### src/rtl/alu_pkg.sv
`default_nettype none
// +----------------------------------------------------------------------------+
// | alu_pkg                                                                    |
// | Shared types for the 64-bit arithmetic datapath issue side.                |
// | Revision: 1.0                                                              |
// +----------------------------------------------------------------------------+
package alu_pkg;

    localparam int c_data_w = 64;

    // Opcode encoding doubles as the result-mux select and the unit bit index.
    typedef enum logic [1:0] {
        OP_ADD = 2'd0,
        OP_SUB = 2'd1,
        OP_MUL = 2'd2,
        OP_DIV = 2'd3
    } op_e;

    typedef enum logic [1:0] {
        IDLE  = 2'd0,
        ISSUE = 2'd1,
        WAIT  = 2'd2,
        RESP  = 2'd3
    } state_e;

    function automatic logic [3:0] op_onehot(input op_e op);
        return 4'b0001 << op;
    endfunction

endpackage
`default_nettype wire

### src/rtl/alu_timeout_counter.sv
`default_nettype none
// +----------------------------------------------------------------------------+
// | alu_timeout_counter                                                        |
// | Down-counter bounding the wait for a functional unit's done.               |
// | Revision: 1.0                                                              |
// +----------------------------------------------------------------------------+
module alu_timeout_counter #(
    parameter int TIMEOUT_CYCLES = 64
) (
    input  logic clk,
    input  logic reset,
    input  logic load,
    input  logic enable,
    output logic expired
);

    localparam int c_cnt_w = (TIMEOUT_CYCLES > 2) ? $clog2(TIMEOUT_CYCLES) : 1;
    localparam logic [c_cnt_w-1:0] c_load = c_cnt_w'(TIMEOUT_CYCLES - 1);

    logic [c_cnt_w-1:0] r_count;

    always_ff @(posedge clk or posedge reset) begin
        if (reset) begin
            r_count <= '0;
        end else if (load) begin
            r_count <= c_load;
        end else if (enable && (r_count != '0)) begin
            r_count <= r_count - 1'b1;
        end
    end

    assign expired = (r_count == '0);

endmodule
`default_nettype wire

### src/rtl/alu_dispatch.sv
`default_nettype none
// +----------------------------------------------------------------------------+
// | alu_dispatch                                                               |
// | Issues one add/sub/mult/div at a time and returns the muxed result.        |
// | Optional WAIT timeout: define ALU_DISPATCH_TIMEOUT_EN.                     |
// | Revision: 1.0                                                              |
// +----------------------------------------------------------------------------+
module alu_dispatch
    import alu_pkg::*;
#(
    parameter int DATA_W         = c_data_w,
    parameter int TIMEOUT_CYCLES = 64
) (
    input  logic              clk,
    input  logic              reset,
    input  logic              req_valid,
    output logic              req_ready,
    input  logic [1:0]        req_op,
    input  logic [DATA_W-1:0] req_a,
    input  logic [DATA_W-1:0] req_b,
    output logic [DATA_W-1:0] unit_a,
    output logic [DATA_W-1:0] unit_b,
    output logic [3:0]        unit_start,
    input  logic [3:0]        unit_done,
    output logic [1:0]        mux_select,
    input  logic [DATA_W-1:0] mux_result,
    output logic              rsp_valid,
    input  logic              rsp_ready,
    output logic [DATA_W-1:0] rsp_data,
    output logic [1:0]        rsp_op,
    output logic              rsp_err
);

    if (TIMEOUT_CYCLES < 2) begin : g_timeout_check
        $error("alu_dispatch: TIMEOUT_CYCLES must be at least 2");
    end

    state_e            r_state;
    state_e            w_state_nxt;
    op_e               r_op;
    logic [DATA_W-1:0] r_unit_a;
    logic [DATA_W-1:0] r_unit_b;
    logic [DATA_W-1:0] r_rsp_data;
    logic              r_rsp_err;
    logic              w_div_zero;
    logic              w_done_sel;
    logic              w_expired;

    assign w_div_zero = (op_e'(req_op) == OP_DIV) && (req_b == '0);
    // Only the selected unit's done matters; others may be stale or stray.
    assign w_done_sel = unit_done[r_op];

`ifdef ALU_DISPATCH_TIMEOUT_EN
    logic w_cnt_expired;

    alu_timeout_counter #(
        .TIMEOUT_CYCLES (TIMEOUT_CYCLES)
    ) u_timeout (
        .clk     (clk),
        .reset   (reset),
        .load    ((r_state == ISSUE) && !w_done_sel),
        .enable  (r_state == WAIT),
        .expired (w_cnt_expired)
    );

    assign w_expired = (r_state == WAIT) && w_cnt_expired;
`else
    assign w_expired = 1'b0;
`endif

    always_ff @(posedge clk or posedge reset) begin
        if (reset) begin
            r_state <= IDLE;
        end else begin
            r_state <= w_state_nxt;
        end
    end

    always_comb begin
        w_state_nxt = r_state;
        case (r_state)
            IDLE: begin
                if (req_valid) begin
                    w_state_nxt = w_div_zero ? RESP : ISSUE;
                end
            end
            ISSUE: begin
                w_state_nxt = w_done_sel ? RESP : WAIT;
            end
            WAIT: begin
                if (w_done_sel || w_expired) begin
                    w_state_nxt = RESP;
                end
            end
            RESP: begin
                if (rsp_ready) begin
                    w_state_nxt = IDLE;
                end
            end
            default: w_state_nxt = IDLE;
        endcase
    end

    always_ff @(posedge clk or posedge reset) begin
        if (reset) begin
            r_op       <= OP_ADD;
            r_unit_a   <= '0;
            r_unit_b   <= '0;
            r_rsp_data <= '0;
            r_rsp_err  <= 1'b0;
        end else begin
            case (r_state)
                IDLE: begin
                    if (req_valid) begin
                        r_op     <= op_e'(req_op);
                        r_unit_a <= req_a;
                        r_unit_b <= req_b;
                        if (w_div_zero) begin
                            r_rsp_data <= '1;
                            r_rsp_err  <= 1'b1;
                        end
                    end
                end
                ISSUE, WAIT: begin
                    // Done takes priority over a simultaneous expiry.
                    if (w_done_sel) begin
                        r_rsp_data <= mux_result;
                        r_rsp_err  <= 1'b0;
                    end else if (w_expired) begin
                        r_rsp_data <= '0;
                        r_rsp_err  <= 1'b1;
                    end
                end
                default: ;
            endcase
        end
    end

    assign req_ready  = (r_state == IDLE);
    assign unit_start = (r_state == ISSUE) ? op_onehot(r_op) : 4'b0000;
    assign unit_a     = r_unit_a;
    assign unit_b     = r_unit_b;
    assign mux_select = r_op;
    assign rsp_valid  = (r_state == RESP);
    assign rsp_data   = r_rsp_data;
    assign rsp_op     = r_op;
    assign rsp_err    = r_rsp_err;

endmodule
`default_nettype wire
### config.mk
export PLATFORM = sky130hd
export DESIGN_NAME = alu_dispatch
export DESIGN_NICKNAME = d
export VERILOG_FILES = /design/src/rtl/alu_pkg.sv /design/src/rtl/alu_timeout_counter.sv /design/src/rtl/alu_dispatch.sv
export SDC_FILE = /design/constraint.sdc
export NUM_CORES = 1
export LEC_CHECK = 0
export CAP_MARGIN = 5
export CORE_MARGIN = 1
export CORE_UTILIZATION = 25
export CTS_CLUSTER_DIAMETER = 100
export DETAILED_ROUTE_END_ITERATION = 10
export PLACE_DENSITY_LB_ADDON = 0.25
export SKIP_CTS_REPAIR_TIMING = 1
export SYNTH_ARGS = -nofsm -noshare
export SYNTH_HDL_FRONTEND = slang
export SYNTH_SLANG_ARGS = --single-unit
### constraint.sdc
create_clock -name clk -period 9.2 [get_ports clk]
set_input_delay 1.84 -clock clk [delete_from_list [all_inputs] [get_ports clk]]
set_output_delay 1.84 -clock clk [all_outputs]
set_load 0.02 [all_outputs]
After elaboration in Yosys (flattened, before gate mapping):

Index checks and enable logic that the tools add are counted.

* bits in registers: 197
* input bits: 202
* logic and storage cells: 42

* multiplexer cells: 17
* shifts and indexed selects: 1
* reduce and logical (&&, ||, !) cells: 8
* magnitude comparators: 1
* equality and inequality tests: 9

Operators by type and width (number)
* 64-bit two-way mux: 3
* 64-bit case mux with 2 select lines: 1
* 64-bit zero test: 1
* 2-bit two-way mux: 4
* 2-bit case mux with 4 select lines: 1
* 2-bit == test, second input constant: 3
* 2-bit inequality test, second input constant: 3
* 1-bit two-way mux: 5
* 4-bit two-way mux: 1
* 2-bit by 1-bit inequality test with 1-bit output, second input constant: 2
* 4-bit AND reduction: 1
* 1-bit by 2-bit left shift with 4-bit output, first input constant: 1
* 2-bit by 3-bit less-than comparator with 1-bit output, second input constant: 1
* 3-bit AND reduction: 1
* 1-bit binary-select mux with 2-bit select: 1
* 2-bit by 1-bit == test with 1-bit output, second input constant: 1
* 2-bit zero test: 1
* 1-bit case mux with 2 select lines: 1
* 2-bit AND reduction: 1
* 2-bit nonzero test: 1
* 2-bit OR reduction: 1
* 1-bit logical AND: 1

Depth between registers and ports, before layout:

* depth in word-level cells: 5
* mapped depth: 7
* mapped depth without buffers: 6

Worst setup path after synthesis:

Ideal clock, no wire load.

* path type: input port to flip-flop
* from: input unit_done[3]
* to: register r_rsp_data[0] (netlist: rsp_data[0])
* data required time: 9.075 ns
* setup slack: 5.705 ns
* arrival: 3.370 ns
* setup time: 0.125 ns
* path buffers: 1
* stages on the path: 6
* cell sequence: mux4_2 nor2b_1 nor4_2 a21oi_4 buf_6 mux2_4

* word-level cells in the longest chain between the ends: 4

Ends and longest elaborated chain
* from (decl): RTL line alu_dispatch.sv:24 `input logic [3:0] unit_done,`
* 1-bit binary-select mux with 2-bit select: RTL line alu_dispatch.sv:51 `assign w_done_sel = unit_done[r_op];`
* 1-bit two-way mux (not written as such): RTL line alu_dispatch.sv:51
* 2-bit inequality test (no source line)
* 4-bit AND reduction (no source line)
* to (signal assigned): RTL line alu_dispatch.sv:127 `r_rsp_data <= mux_result;`
* to (decl): RTL line alu_dispatch.sv:43 `logic [DATA_W-1:0] r_rsp_data;`

Every way passes these cells. The select of a mux whose other input is x is not followed.
A chain may end at the register's enable or synchronous reset.

Final worst setup path:

* from: input req_valid
* to: register r_rsp_data[59] (netlist: rsp_data[59])

* word-level cells in the longest chain between the ends: 2

Ends and longest elaborated chain
* from (decl): RTL line alu_dispatch.sv:16 `input logic req_valid,`
* 2-bit inequality test (no source line)
* 4-bit AND reduction (no source line)

Every way passes these cells.

==> impl_metrics.csv <==
group,metric,value,unit
critical_path,worst_setup_end_kind,"flip-flop",
sta,max_slew.worst_pin.slew,0.994,ns
critical_path,reg2regPathDepth,8,
sta,timing_max_transition_violations_final,0,
hold_path,whs_path_depth,1,
critical_path,cp_data_required_time,9.53,ns
clock_tree,clock_tree.buffer_depth,2,
sta,hold_viol_final,0,
critical_path,path_class,"input pin to flip-flop",
synthesis,synth_top_cells_by_area,"sky130_fd_sc_hd__dfrtp_1 (59%), sky130_fd_sc_hd__mux2_2 (18%), sky130_fd_sc_hd__mux2_4 (11%)",
synthesis,synth_area_per_cell,15.4,um2
critical_path,critical_path.reg2reg.endpoint,"rsp_data[59]",
grt,grt_first_pass_wirelength,35.5,mm
power,report.power.total,4930,uW
die,die_w,184,um
status,outcome,"finished clean",
sta,achievable-frequency,216,MHz
clock_tree,tritoncts_clock_tree,"yes",
clock_tree,cts_htree_levels,4,
grt,via_count_of_the_first_global_routing_pass,6005,
sta,timing.slew.headroom,33.8,%
detailed_routing,detail_route.vias_per_cell,4.10,
critical_path,crit_fanout,70,
grt,antenna_found_initial,0,
grt,gr-total-overflow,0,
place,gp_routability_congestion,0.724,
critical_path,endpoint,"rsp_data[59]",
die,die_y,184,um
job,maxCapViolations,0,
critical_path,critPathBufInv,2,
clock_tree,clkLatencyLatePin,0.43,ns
critical_path,timing.critical_path.from_type,"input pin",
grt,total_global_routing_track_utilization,14.0,%
layout,areaGrowthSynthToFinish,60.7,%
critical_path,reg2reg_setup_slack,5.62,ns
place,post_place_cell_area,0.0128,mm2
synthesis,synthesis.nets,746,
synthesis,synth.lib_cells_used.distinct,31,
die,core-area,0.0326,mm2
synthesis,netlist.area_leader.share,59.4,%
critical_path,max_stage_delay,0.84,ns
place,io_buffers,404,
layout,layout_cell_share_with_drive_strength_beyond_1,25.1,%
die,boundaryPins,405,
sta,final_min_period_over_clock_period,50.3,%
layout,antennaDiodeCount,0,
die,fp-row-count,66,
layout,finish.net_count,1144,
synthesis,synth-seq-area-share,59.4,%
power,p_leak,0.00552,uW
clock_tree,cts.sink_count,197,
critical_path,critical_path.slowest_cell,"sky130_fd_sc_hd__buf_4",
detailed_routing,route.vias.total,5706,
layout,fin_area,0.0133,mm2
sta,setup_viol,0,
hold_path,hold_path_class,"flip-flop to flip-flop",
detailed_routing,final_antenna_net_count,0,
place,place_hpwl,17.3,mm
grt,pin_count_of_the_biggest_net_entering_global_routing,128,
detailed_routing,routed_wl,23.7,mm
synthesis,syn_area,0.00830,mm2
critical_path,crit_cells,6,
critical_path,critical_path.startpoint,"req_valid",
detailed_routing,wl_per_cell,17.0,um
die,die_area,0.0339,mm2
sta,finalWorstPathRequiredPeriod,4.63,ns
clock_tree,ctsRootBufferMaster,"sky130_fd_sc_hd__clkbuf_16",
sta,fin_tns_setup,0,ns
die,initial_utilization,25.5,%
synthesis,synth-seq-cells,197,
critical_path,critical_path.cell_chain,"clkdlybuf4s50_1 -> nand2_4 -> nor4_2 -> a21oi_4 -> buf_4 -> mux2_2",
sta,post_route_skew,0.00975,ns
detailed_routing,drt-pass1-iter-count,4,
power,power.density_cell_area,370,mW/mm2
critical_path,regToRegStartpoint,"r_state[1]",
synthesis,ys_warn_count,0,
detailed_routing,drt-initial-drc-count,201,
critical_path,cp_data_arrival_time,4.95,ns
sta,rsz_0062_raised_after_global_routing,"no",
clock_tree,clk_transition_reported_paths,0.08,ns
synthesis,synth_largest_area_cell,"sky130_fd_sc_hd__dfrtp_1",
synthesis,postSynthCellCount,540,
clock_tree,cts_bufs_inserted,17,
power,vdd_ir_drop_max,0.142,mV
critical_path,critPathTopFamily,"buffers and inverters",
layout,fin_util,40.9,%
detailed_routing,remaining_drc_errors,0,
[metal layers]
layer	part of all wire (%)	wire length, um	track usage, %	vias to the layer above
li1	-	-	-	2686
met2	48	11500	23.5	238
met5	0	0	0	-
met1	41	9740	16.4	2764
met3	9.2	2170	5.35	18
met4	1.4	335	4.07	0
[area by class of cell]
class / instances / area, um2
Timing Repair Buffer: 408 / 4070
Tap cell: 442 / 553
Clock buffer: 18 / 429
Sequential cell: 197 / 4930
Inverter: 5 / 26.3
Multi-Input combinational cell: 309 / 3200
Fill cell: 3124 / 19300
Clock inverter: 14 / 125
[cell usage after synthesis, drive strengths merged]
| master | number |
|---|---|
| dfrtp | 197 |
| mux2 | 194 |
| nand2b | 66 |
| clkbuf | 18 |
| nor4 | 17 |
| buf | 11 |
| nand2 | 6 |
| inv | 5 |
| ha | 4 |
| nand4 | 3 |
| nor2 | 3 |
| a21oi | 2 |
| and3 | 2 |
| a2111oi | 1 |
| a21o | 1 |
| a22oi | 1 |
| and3b | 1 |
| mux2i | 1 |
| mux4 | 1 |
| nand3 | 1 |
| nor2b | 1 |
| nor3 | 1 |
| nor3b | 1 |
| o21ai | 1 |
| o221ai | 1 |
[through the flow]
step	hold WS, ns	cells	worst slack, ns
2_1_floorplan	0.499	540	1.99
3_3_place_gp	0.486	1361	4.01
3_5_place_dp	0.491	1361	4.02
4_1_cts	0.508	1393	4.48
5_1_grt	0.517	1393	4.32
6_report	0.505	1393	4.57
[power breakdown]
part           total [uW]  internal (uW)  switching (uW)
clock                 721            355             367
sequential           1510           1290             215
combinational        2710           1460            1250
[cells in the final DEF (no fill, tap or decap), types with 3 or more instances in the layout]
cell type                           n
sky130_fd_sc_hd__nand4_1            3
sky130_fd_sc_hd__nor2_1             3
sky130_fd_sc_hd__nand2b_1          66
sky130_fd_sc_hd__ha_1               3
sky130_fd_sc_hd__clkinv_4           6
sky130_fd_sc_hd__clkbuf_16         17
sky130_fd_sc_hd__nand2_1            5
sky130_fd_sc_hd__mux2_2           134
sky130_fd_sc_hd__inv_1              4
sky130_fd_sc_hd__mux2_4            60
sky130_fd_sc_hd__nor4_1            15
sky130_fd_sc_hd__clkdlybuf4s50_1  404
sky130_fd_sc_hd__dfrtp_1          197
sky130_fd_sc_hd__clkinvlp_4         3
sky130_fd_sc_hd__buf_4              4
[kinds of logic after synthesis]
group,synth area share [%]
mux,29.4
fa+ha+maj,0.603
compound gates,0.708
flops,59.4
simple gates,7.73
buf+inv,2.17
[worst register-to-register path: cells and delay by family (launching register included)]
kind | cells | cell delay (ns)
AOI/OAI and AO/OA | 1 | 0.47
adders and majority gates | 1 | 0.32
buffers and inverters | 3 | 1.50
DFF | 1 | 0.39
muxes | 1 | 0.47
and+or+nand+nor | 2 | 0.32
[flip-flops by register name, indices dropped and copies added, names as in the netlist]
name / cells
unit_a: 64
unit_b: 64
mux_select: 2
rsp_err: 1
rsp_data: 64
r_state: 2
[worst min path at each step]
stage | end | from | slack (ns)
after CTS | unit_b[40] | unit_b[40] | 0.51
after global placement | unit_b[15] | unit_b[15] | 0.49
after detailed placement | unit_b[8] | unit_b[8] | 0.49
final | unit_a[37] | unit_a[37] | 0.51
after global routing | unit_b[5] | unit_b[5] | 0.52
after floorplan | r_state[1] | r_state[1] | 0.50
No activity file was read; power rests on OpenSTA's default activity.
